===== config.mk =====
export PLATFORM = sky130hd
export DESIGN_NAME = edge_seq_arb
export DESIGN_NICKNAME = d
export VERILOG_FILES = /design/src/rtl/edge_seq_pkg.sv /design/src/rtl/rr_arb2.sv /design/src/rtl/edge_seq_arb.sv
export SDC_FILE = /design/constraint.sdc
export NUM_CORES = 1
export LEC_CHECK = 0
export BUFFER_PORTS_ARGS = -buffer_cell sky130_fd_sc_hd__buf_4
export CAP_MARGIN = 10
export CORE_UTILIZATION = 33
export CTS_CLUSTER_DIAMETER = 120
export DETAILED_ROUTE_END_ITERATION = 10
export HOLD_SLACK_MARGIN = 0.05
export PLACE_DENSITY_LB_ADDON = 0.3
export SLEW_MARGIN = 30
export SYNTH_ARGS = -nofsm -noshare
export SYNTH_HDL_FRONTEND = slang
export SYNTH_HIERARCHICAL = 1
export SYNTH_SLANG_ARGS = --single-unit

===== constraint.sdc =====
create_clock -name clk -period 1.5 [get_ports clk]
set_input_delay 0.15 -clock clk [delete_from_list [all_inputs] [get_ports clk]]
set_output_delay 0.15 -clock clk [all_outputs]
set_load 0.05 [all_outputs]

===== src/rtl/edge_seq_pkg.sv =====
// edge_seq_pkg: shared definitions for the edge sequencing arbiter.
// Holds the FSM state encoding, command bit positions, response field
// offsets and the phase counter width so every file agrees on them.
package edge_seq_pkg;

   // Controller states, in the order an operation walks through them.
   typedef enum logic [2:0] {
      S_IDLE  = 3'd0,
      S_SETUP = 3'd1,
      S_RISE  = 3'd2,
      S_FALL  = 3'd3,
      S_DONE  = 3'd4
   } state_e;

   // Command word: bit CMD_A_BIT pulses dp_a, bit CMD_MA_BIT pulses dp_ma.
   localparam int CMD_W      = 2;
   localparam int CMD_A_BIT  = 0;
   localparam int CMD_MA_BIT = 1;

   // Response word: {fall_mb, fall_b, rise_mb, rise_b}.
   localparam int RSP_W       = 4;
   localparam int RSP_RISE_B  = 0;
   localparam int RSP_RISE_MB = 1;
   localparam int RSP_FALL_B  = 2;
   localparam int RSP_FALL_MB = 3;

   // Phase length counter width; STEP_CYC must fit in it.
   localparam int PH_CNT_W = 4;

   // A command with no pulse bits set is treated as illegal.
   localparam logic [CMD_W-1:0] CMD_NONE = '0;

   function automatic logic cmd_is_empty(input logic [CMD_W-1:0] c);
      return (c == CMD_NONE);
   endfunction

endpackage


===== src/rtl/rr_arb2.sv =====
// rr_arb2: two-way round-robin winner select.
// A lone request always wins; when both request, the one that was not
// granted last time wins. last=1 means requester 1 was granted last.
module rr_arb2 (
   input  logic [1:0] req,
   input  logic       last,
   output logic [1:0] win
);

   // Pure combinational pick; the caller owns the last-granted pointer.
   always_comb begin
      win = 2'b00;
      if (req == 2'b11) begin
         win = last ? 2'b01 : 2'b10;
      end else begin
         win = req;
      end
   end

endmodule


===== src/rtl/edge_seq_arb.sv =====
// edge_seq_arb: arbitrates two requesters onto a shared edge-responder
// datapath. Each granted operation runs SETUP (lines low), RISE (command
// pulses driven), FALL (lines low) for STEP_CYC cycles each, sampling the
// responder at the end of RISE and FALL, then reports in a one-cycle DONE.
//
// Optional build macro EDGE_SEQ_CNT_EN adds cnt0/cnt1, saturating counts of
// done pulses per requester.
//
// Handshake: a requester raises its req bit and presents its cmd; the block
// latches both in an IDLE cycle, holds gnt one-hot from SETUP through DONE,
// and pulses done (with err/rsp valid) for exactly one cycle. After the latch
// req and cmd are don't-care, so a requester may drop req early and still
// receive its done. At least one IDLE cycle separates two operations.
module edge_seq_arb
   import edge_seq_pkg::*;
#(
   parameter int unsigned STEP_CYC = 2
) (
   input  logic             clk,
   input  logic             rst,
   input  logic [1:0]       req,
   input  logic [CMD_W-1:0] cmd0,
   input  logic [CMD_W-1:0] cmd1,
   output logic [1:0]       gnt,
   output logic [1:0]       done,
   output logic             err,
   output logic [RSP_W-1:0] rsp,
   output logic             dp_a,
   output logic             dp_ma,
   input  logic             dp_b,
   input  logic             dp_mb,
`ifdef EDGE_SEQ_CNT_EN
   output logic [7:0]       cnt0,
   output logic [7:0]       cnt1,
`endif
   output logic [2:0]       dbg_state_o
);

   // Phase counter is loaded with STEP_CYC-1 and the phase ends at zero.
   localparam logic [PH_CNT_W-1:0] PH_RELOAD = PH_CNT_W'(STEP_CYC - 1);

   state_e              state_q, state_d;
   logic [1:0]          win_q, win_d;
   logic [CMD_W-1:0]    cmd_q, cmd_d;
   logic                last_q, last_d;
   logic [PH_CNT_W-1:0] cnt_q, cnt_d;
   logic [1:0]          rise_q, rise_d;
   logic [RSP_W-1:0]    rsp_q, rsp_d;

   logic [1:0]          arb_win;
   logic                ph_last;

   rr_arb2 u_rr_arb2 (
      .req  (req),
      .last (last_q),
      .win  (arb_win)
   );

   assign ph_last = (cnt_q == '0);

   // State and operation registers; reset aborts any operation silently.
   always_ff @(posedge clk or posedge rst) begin
      if (rst) begin
         state_q <= S_IDLE;
         win_q   <= 2'b00;
         cmd_q   <= CMD_NONE;
         last_q  <= 1'b1;
         cnt_q   <= '0;
         rise_q  <= 2'b00;
         rsp_q   <= '0;
      end else begin
         state_q <= state_d;
         win_q   <= win_d;
         cmd_q   <= cmd_d;
         last_q  <= last_d;
         cnt_q   <= cnt_d;
         rise_q  <= rise_d;
         rsp_q   <= rsp_d;
      end
   end

   // Next-state logic: latch winner in IDLE, time phases, capture responses.
   always_comb begin
      state_d = state_q;
      win_d   = win_q;
      cmd_d   = cmd_q;
      last_d  = last_q;
      cnt_d   = cnt_q;
      rise_d  = rise_q;
      rsp_d   = rsp_q;

      unique case (state_q)
         S_IDLE: begin
            if (req != 2'b00) begin
               win_d   = arb_win;
               cmd_d   = arb_win[1] ? cmd1 : cmd0;
               last_d  = arb_win[1];
               cnt_d   = PH_RELOAD;
               state_d = S_SETUP;
            end
         end

         S_SETUP: begin
            if (ph_last) begin
               if (cmd_is_empty(cmd_q)) begin
                  // Nothing to pulse: report straight away with a cleared result.
                  rsp_d   = '0;
                  state_d = S_DONE;
               end else begin
                  cnt_d   = PH_RELOAD;
                  state_d = S_RISE;
               end
            end else begin
               cnt_d = cnt_q - 1'b1;
            end
         end

         S_RISE: begin
            if (ph_last) begin
               rise_d  = {dp_mb, dp_b};
               cnt_d   = PH_RELOAD;
               state_d = S_FALL;
            end else begin
               cnt_d = cnt_q - 1'b1;
            end
         end

         S_FALL: begin
            if (ph_last) begin
               // The visible result only changes here, entering DONE.
               rsp_d[RSP_RISE_B]  = rise_q[0];
               rsp_d[RSP_RISE_MB] = rise_q[1];
               rsp_d[RSP_FALL_B]  = dp_b;
               rsp_d[RSP_FALL_MB] = dp_mb;
               state_d = S_DONE;
            end else begin
               cnt_d = cnt_q - 1'b1;
            end
         end

         S_DONE: begin
            state_d = S_IDLE;
         end

         default: begin
            state_d = S_IDLE;
         end
      endcase
   end

   // Outputs decode directly from registered state, so reset clears them at once.
   always_comb begin
      gnt   = 2'b00;
      done  = 2'b00;
      err   = 1'b0;
      dp_a  = 1'b0;
      dp_ma = 1'b0;
      if (state_q != S_IDLE) begin
         gnt = win_q;
      end
      if (state_q == S_RISE) begin
         dp_a  = cmd_q[CMD_A_BIT];
         dp_ma = cmd_q[CMD_MA_BIT];
      end
      if (state_q == S_DONE) begin
         done = win_q;
         err  = cmd_is_empty(cmd_q);
      end
   end

   assign rsp         = rsp_q;
   assign dbg_state_o = state_q;

`ifdef EDGE_SEQ_CNT_EN
   logic [7:0] cnt0_q, cnt1_q;

   // Per-requester completion counters that stick at 255.
   always_ff @(posedge clk or posedge rst) begin
      if (rst) begin
         cnt0_q <= 8'd0;
         cnt1_q <= 8'd0;
      end else begin
         if (done[0] && (cnt0_q != 8'hFF)) begin
            cnt0_q <= cnt0_q + 8'd1;
         end
         if (done[1] && (cnt1_q != 8'hFF)) begin
            cnt1_q <= cnt1_q + 8'd1;
         end
      end
   end

   assign cnt0 = cnt0_q;
   assign cnt1 = cnt1_q;
`endif

endmodule


== After elaboration in Yosys (flattened, before gate mapping) ==
Index checks and enable logic that the tools add are counted.

* Input bits: 10
* Output and inout port bits: 14
* Flip-flop bits (word level): 18
* Logic and storage cells: 56

* Add/subtract/negate cells: 1
* Muxes and demuxes: 24
* Reductions and logical operators: 12
* Equality and inequality tests: 12

{| class="wikitable"
|+ Operators by type and width
! operator !! count
|-
| 2-to-1 mux 4 bit || 8
|-
| one-hot mux 4 bit (4 select lines) || 1
|-
| 2-to-1 mux 3 bit || 5
|-
| != test 2 bit, second input constant || 6
|-
| one-hot mux 3 bit (4 select lines) || 1
|-
| AND reduction 4 bit || 3
|-
| 2-to-1 mux 2 bit || 5
|-
| one-hot mux 4 bit (2 select lines) || 1
|-
| equality test 3 x 2 -> 1 bit, second input constant || 2
|-
| zero test 4 bit || 1
|-
| AND reduction 2 bit || 2
|-
| nonzero test 2 bit || 2
|-
| nonzero test 4 bit || 1
|-
| subtractor 4 x 1 -> 4 bit, second input constant || 1
|-
| equality test 3 x 1 -> 1 bit, second input constant || 1
|-
| equality test 3 bit, second input constant || 1
|-
| zero test 3 bit || 1
|-
| 2-to-1 mux 1 bit || 3
|-
| != test 3 bit, second input constant || 1
|-
| nonzero test 3 bit || 1
|-
| equality test 2 bit, second input constant || 1
|-
| zero test 2 bit || 1
|}

== Logic depth before layout (Yosys ltp) ==
Gate-level depths: netlist (run 1).

* Depth in word-level cells: 4
* Mapped depth: 5
* Mapped depth without buffers: 5

== Hierarchy ==
Netlist (run 1), hierarchy kept.

{| class="wikitable"
|+ By module, submodules not included
! module !! cells each !! seq. area each (µm²) !! area each (µm²) !! instances
|-
| edge_seq_arb || 88 || 451.7 || 967.2 || 1
|-
| rr_arb2 || 3 || 0.0 || 18.8 || 1
|}

== Worst setup path before layout (run 1) ==
No wires, ideal clock.

* Kind: reg-to-output
* Start: register state_q[1] (netlist: dbg_state_o[1])
* End: output err
* Data arrival time: 2.116 ns
* Cell stages (with the launch flop): 5
* Buffers on the path: 1
* Data required time: 1.350 ns
* Slack: -0.766 ns
* Path through: dfrtp_1 -> buf_6 -> nor2_1 -> nand2_1 -> nor3_1

* Cells in the longest elaborated chain, start to end: 2

{| class="wikitable"
|+ Ends and longest elaborated chain
! element !! RTL line !! RTL
|-
| start, declared || edge_seq_arb.sv:42 || <nowiki>state_e state_q, state_d;</nowiki>
|-
| start signal, assigned || edge_seq_arb.sv:72 || <nowiki>state_q <= state_d;</nowiki>
|-
| equality test 3 bit || edge_seq_arb.sv:165 || <nowiki>if (state_q == S_DONE) begin</nowiki>
|-
| 2-to-1 mux 1 bit || edge_seq_arb.sv:165 ||
|-
| end, declared || edge_seq_arb.sv:26 || <nowiki>output logic err,</nowiki>
|}

No other way between the ends.

== Final worst setup path (run 1) ==
* Start: register state_q[0] (netlist: dbg_state_o[0])
* End: register cnt_q[0]

* Cells in the longest elaborated chain, start to end: 3
* Elaborated cells between the ends (all ways): 10
* Classes of those cells: eq/ne: 6; mux: 1; reduce/logical: 3

{| class="wikitable"
|+ Ends and longest elaborated chain
! element !! RTL line !! RTL
|-
| equality test 3 x 1 -> 1 bit, or another cell as far along || edge_seq_arb.sv:92 || <nowiki>unique case (state_q)</nowiki>
|-
| != test 3 bit (no line), or another cell as far along || - ||
|-
| AND reduction 4 bit (no line) || - ||
|-
| end signal, assigned || edge_seq_arb.sv:76 || <nowiki>cnt_q <= cnt_d;</nowiki>
|-
| end, declared || edge_seq_arb.sv:46 || <nowiki>logic [PH_CNT_W-1:0] cnt_q, cnt_d;</nowiki>
|}

Several ways; a longest one is shown, not always the timed one.
A chain may end at the register's enable or synchronous reset.

==> results.cfg, run 1 <==
[place]
gp_congestion = 0.785
numPortBuffers = 23
place_hpwl_microns = 1600
pre_cts_ws_ns = -0.0446

[sta]
finClkSkew_ns = 0.00714
max_freq_mhz = 627
min_period_ns = 1.60
finalHoldViolCount = 0
relSlewSlack_pct = 77.3
worst_pin_slew_ns = 0.340
setup_violations = 5
setup_slack_ns = -0.0952
final_max_slew_viol_count = 0
post-route-period-util_pct = 106
rsz0062_at_grt = yes

[synth]
synth_edf_count = 0
yosysTopAreaCell = dfrtp_1
synth_top_area_share_pct = 43.1
synthTopCellsByArea = dfrtp_1 43%, mux2_2 11%, mux2i_1 4.1%, inv_1 3.8%, nand2_1 3.0%
ys_warn_count = 6
synthDistinctLibCells = 35
ys_async_sr_fraction_pct = 100
synth_commonest_cells = 17 x dfrtp_1, 10 x inv_1, 10 x mux2_2
synth_area_sq_um = 986
yosys.cell_count.top_type = dfrtp_1
avgSynthCellArea_sq_um = 10.8
seq_area_frac_synth_pct = 45.8
synthCells = 91
synthesis.nets = 103
synth_ff_type = dfrtp_1
ys_ff_latch = 18

[clock_network]
clk_pin_slew_ns = 0.11
clk_latency_ns = 0.30
clockRootBuffer = clkbuf_4
h-tree-depth = 1
clock_path_buffers = 2
cts_buffers = 3
clock_sinks = 18
cts_tree = yes

[layout]
diodes = 0
fill_cells = 258
final_net_count = 150
fin_util_pct = 54.2
drive_above_1_share_pct = 61.3
syn_to_final_growth_pct = 54.2

[drt]
routed_wl_microns = 2400
ant_nets = 0
via_per_inst = 5.11
vias = 859
first_pass_iters = 7
detail_route.wl_per_cell_microns = 14.3
drc = 4
drt_iter0_drc = 23

[worst_setup_path]
worstPathRequired_ns = 1.70
startpoint_type = register
crit_chain = buf_6 -> or4_4 -> o211a_1 -> mux2_4
crit_slowest_cell = or4_4
end_kind = register
slowest_delay_ns = 0.48
reg2reg_from = dbg_state_o[0]
critPathArrivalTime_ns = 1.79
critPathMaxFanout = 4
critPathLaunch = dbg_state_o[0]
criticalPathCategory = register to register

[grt]
grt_pass1_wl_microns = 4000
met1_usage_pct = 20.1
grt_overflow_total = 0
grt_antenna_before_repair = 0
top_usage_layer = met2
globalRouteMet3Util_pct = 5.76
grt_pass1_vias = 890
grt_max_degree = 19
grt_use_total_pct = 16.3
use_met2_pct = 26.7

[power_and_ir_drop]
irDropWorstVdd_mv = 1.38
p_leak_nw = 0.702
finalPower_mw = 3.31
power_density_mw_per_mm2 = 2180

[min_path]
hold_class = input pin to register
hp-start = dp_b

[floorplan]
rows = 19
start_util_pct = 35.1
die_w_microns = 56.7
ioPinCount = 24
die_area_sq_mm = 0.00321
core_sq_mm = 0.00281
die_y_microns = 56.7

[status]
status = finished with violations
violations = design-rule violations, negative setup slack

[flow_run]
cap_violations = 0
[area by class of cell]
| type | instances | area [sq um] | area share, % |
|---|---|---|---|
| clock buffers | 4 | 26.3 | 1.73 |
| well taps | 31 | 38.8 | 2.55 |
| flip-flops and latches | 18 | 458 | 30.1 |
| inverters | 10 | 37.5 | 2.47 |
| multi-input cells | 60 | 578 | 38.0 |
| repair buffers | 45 | 382 | 25.1 |
[metrics by stage]
step / cells / cell area (sq um) / hold WS (ns) / TNS, ns
2_1_floorplan: 91 / 1020 / 0.0876 / -0.764
3_3_place_gp: 152 / 1280 / 0.190 / 0
3_5_place_dp: 152 / 1280 / 0.190 / -0.119
4_1_cts: 165 / 1430 / 0.0855 / -0.341
5_1_grt: 168 / 1520 / 0.0758 / -1.19
6_report: 168 / 1520 / 0.0908 / -0.320
[routing by layer]
metal | vias up | wire length [microns]
met5 | - | 0
met4 | 0 | 30
met3 | 4 | 109
met2 | 21 | 1280
met1 | 422 | 977
li1 | 412 | -
[power by group]
part           total, mW  leakage (nW)  internal (mW)  switching, mW
sequential         0.957         0.216          0.734          0.222
combinational       2.09         0.471           1.03           1.07
clock              0.261        0.0150          0.104          0.158
total               3.31         0.702           1.86           1.45
[cell usage in the layout (no fill, tap or decap), drive strengths merged]
cell         instances
a211o                2
a21boi               2
a21oi                1
and2                 2
and3                 2
and3b                1
buf                 44
clkbuf               4
dfrtp               17
dfstp                1
dlygate4sd3          1
ha                   2
inv                 10
mux2                10
mux2i                4
nand2                8
nand2b               1
nand3                1
nand4bb              1
nor2                 2
nor2b                2
nor3                 3
nor3b                2
nor4                 2
o2111a               2
o211a                1
o21a                 1
o21ai                1
o21ba                1
o22ai                1
or2b                 1
or3                  2
or4                  2
[worst paths after layout]
kind / slack, ns / cells after the start / endpoint
max: -0.1 / 4 / cnt_q[0]
max reg2reg: -0.1 / 4 / cnt_q[0]
min reg2reg: 0.52 / 1 / rise_q[0]
min in group asynchronous: 0.41 / 4 / cnt_q[0]
min: 0.09 / 2 / rise_q[0]
max in group asynchronous: 0.83 / 4 / last_q
[timing repair]
item                                    CTS  global route
pin swaps                                 1             4
hold buffers                              1             0
endpoints found under the setup margin   11            22
hold endpoints to repair                 17             0
gates resized for setup                  15            16
setup buffers                             8             4
[sequential cells by signal, summed over array words and instances (netlist names)]
signal	flops
cmd_q	2
rsp	4
dbg_state_o	3
win_q	2
rise_q	2
cnt_q	4
last_q	1
[critical path, delay by kind of cell (launching register included)]
kind | cells | cell delay, ns
AND/OR/NAND/NOR | 1 | 0.48
buffers and inverters | 1 | 0.13
multiplexers | 1 | 0.27
flip-flops | 1 | 0.46
AO/OA/AOI/OAI | 1 | 0.15
[cell families after synthesis]
kind of cell / after synthesis / synth area share, %
AO/OA/AOI/OAI: 12 / 10.0
AND/OR/NAND/NOR: 32 / 19.7
buffers and inverters: 13 / 6.47
adder cells (fa/ha/maj): 2 / 2.54
flip-flops: 18 / 45.8
multiplexers: 14 / 15.5
No activity file was read; power rests on OpenSTA's default activity.
==> run 2: changes to the inputs <==
CTS_BUF_LIST = sky130_fd_sc_hd__clkbuf_4 sky130_fd_sc_hd__clkbuf_8   (was not set)
PLACE_DENSITY = 0.53   (was not set)
PLACE_DENSITY_LB_ADDON = not set   (was 0.3)
SYNTH_HIERARCHICAL = not set   (was 1)
==> run 2 against run 1 <==
The run now ends clean. Wire length decreased by 13%. Setup slack improved by 0.10 ns. Clock skew increased by 0.0024 ns. Critical endpoint is now gnt[1].
==> results.cfg, run 2 <==
[status]
status = finished, final reports clean

[synth]
synthCells = 76
synth_area_sq_um = 923
synth_ff_type = dfrtp_1
synth_top_area_share_pct = 46.1
seq_area_frac_synth_pct = 48.9
yosysTopAreaCell = dfrtp_1
synthesis.nets = 87
avgSynthCellArea_sq_um = 12.1
synthTopCellsByArea = dfrtp_1 46%, mux2_1 6.1%, a22o_1 4.7%, a221oi_4 2.8%, dfstp_2 2.8%
synth_commonest_cells = 17 x dfrtp_1, 6 x inv_1, 5 x a22o_1, 5 x mux2_1, 4 x and3_1
ys_warn_count = 0
synthDistinctLibCells = 34
ys_ff_latch = 18
ys_async_sr_fraction_pct = 100
yosys.cell_count.top_type = dfrtp_1
synth_edf_count = 0

[clock_network]
clockRootBuffer = clkbuf_4
cts_buffers = 3
h-tree-depth = 1
cts_tree = yes
clk_latency_ns = 0.29
clock_sinks = 18
clock_path_buffers = 2
clk_pin_slew_ns = 0.10

[place]
numPortBuffers = 23
gp_congestion = 0.823
place_hpwl_microns = 1380

[floorplan]
start_util_pct = 36.0
die_y_microns = 54.9
core_sq_mm = 0.00257
die_w_microns = 54.9
rows = 18
die_area_sq_mm = 0.00301
ioPinCount = 24

[sta]
post-route-period-util_pct = 99.6
whs_ns = 0.0543
min_period_ns = 1.49
setup_violations = 0
max_freq_mhz = 669
fin_setup_tns_ns = 0
worst_pin_slew_ns = 0.334
finClkSkew_ns = 0.00956
finalHoldViolCount = 0
rsz0062_at_grt = yes
final_max_slew_viol_count = 0
relSlewSlack_pct = 77.7

[power_and_ir_drop]
pwr-share-seq_pct = 30.9
switching_power_mw = 1.37
pwr-share-comb_pct = 60.5
irDropWorstVdd_mv = 1.24
power_density_mw_per_mm2 = 2210
p_int_mw = 1.78
clockPowerShare_pct = 8.6
sw_frac_of_total_pct = 43.5
p_leak_nw = 0.653

[worst_setup_path]
critPathArrivalTime_ns = 1.34
ff2ff_path_depth = 4
startpoint_type = register
criticalPathCategory = register to output pin
end_kind = output pin
worstPathRequired_ns = 1.35
critPathMaxFanout = 3
rrSetupSlack_ns = 0.02

[layout]
fin_util_pct = 55.4
final_net_count = 131
syn_to_final_growth_pct = 54.1
final_common_cell = buf_4
diodes = 0
fill_cells = 235
final_cell_mix = 34 x buf_4, 14 x dfrtp_1, 5 x a22o_1
drive_above_1_share_pct = 63.0

[drt]
routed_wl_microns = 2070
via_per_inst = 5.08
vias = 757
detail_route.wl_per_cell_microns = 13.9
first_pass_iters = 4
ant_nets = 0
drt_iter0_drc = 10
drc = 0

[min_path]
hold_class = input pin to register
holdPathStages = 2

[flow_run]
cap_violations = 0

[grt]
grt_use_total_pct = 15.1
grt_max_degree = 19
grt_pass1_wl_microns = 3150
grt_pass1_vias = 700
grt_antenna_before_repair = 0
grt_overflow_total = 0
run 2: cell count changes after synthesis, sizes merged, moves of 4 or more:
| cell | delta |
|---|---|
| a22o | +5 |
| nand2 | -7 |
| inv | -4 |
| mux2i | -4 |
run 2: per-stage QoR:
stage	worst slack, ns	total power [mW]	area (sq um)	cells
2_1_floorplan	0.00295	2.04	948	76
3_3_place_gp	0.0198	2.48	1200	134
4_1_cts	0.00222	3.01	1350	147
5_1_grt	-0.0785	3.36	1420	149
3_5_place_dp	-0.0513	2.49	1200	134
6_report	0.00565	3.14	1420	149
run 2: layout make-up:
class | instances | area [sq um] | share of cell area, %
repair buffers | 40 | 329 | 23.1
inverters | 6 | 22.5 | 1.58
well taps | 30 | 37.5 | 2.64
clock buffers | 4 | 30.0 | 2.11
multi-input cells | 51 | 548 | 38.5
flip-flops and latches | 18 | 455 | 32.0
run 2: critical path, stage by stage, from the launching register on:
cell and delay (ns):
dfrtp_2 0.46, nor3_4 0.21, and2b_2 0.24, buf_6 0.15
run 2: cell families (layout without fill, tap and decap cells):
kind of cell | count (synthesis) | count (layout) | share of synthesized area [%]
buffers and inverters | 7 | 50 | 2.98
and+or+nand+nor | 23 | 23 | 18.6
AOI/OAI and AO/OA | 19 | 19 | 18.0
adders and majority gates | 1 | 1 | 1.35
DFF | 18 | 18 | 48.9
muxes | 8 | 8 | 10.2
run 2: path summary, 6_finish.rpt:
| path | from | endpoint |
|---|---|---|
| setup / recovery | dbg_state_o[1] | gnt[1] |
| hold / removal | req[0] | last_q |
| setup reg to reg | dbg_state_o[0] | cnt_q[0] |
| hold reg to reg | rsp[3] | rsp[3] |
| max in group asynchronous | rst | last_q |
| min in group asynchronous | rst | rise_q[0] |
run 2: layer usage:
metal	wire length, microns	global-route usage, %	vias up
met5	0	0	-
met2	1020	22.7	13
met3	65	2.73	4
li1	-	-	372
met1	955	20.7	368
met4	29	7.50	0
run 2: power groups by stage:
stage	logic (mW)	clock network, mW	registers (mW)
after global placement	1.52	0	0.958
after floorplan	0.852	0	1.19
final	1.90	0.271	0.970
after global routing	2.05	0.308	1.00
after CTS	1.78	0.278	0.951
after detailed placement	1.53	0	0.957
run 2: repair_timing:
item / CTS / global route
gates cloned: 0 / 0
pin swaps: 7 / 5
gates resized for setup: 13 / 12
buffers inserted: 8 / 3
setup endpoints to repair: 14 / 18
hold endpoints to repair: 17 / 0
hold buffers: 1 / 0
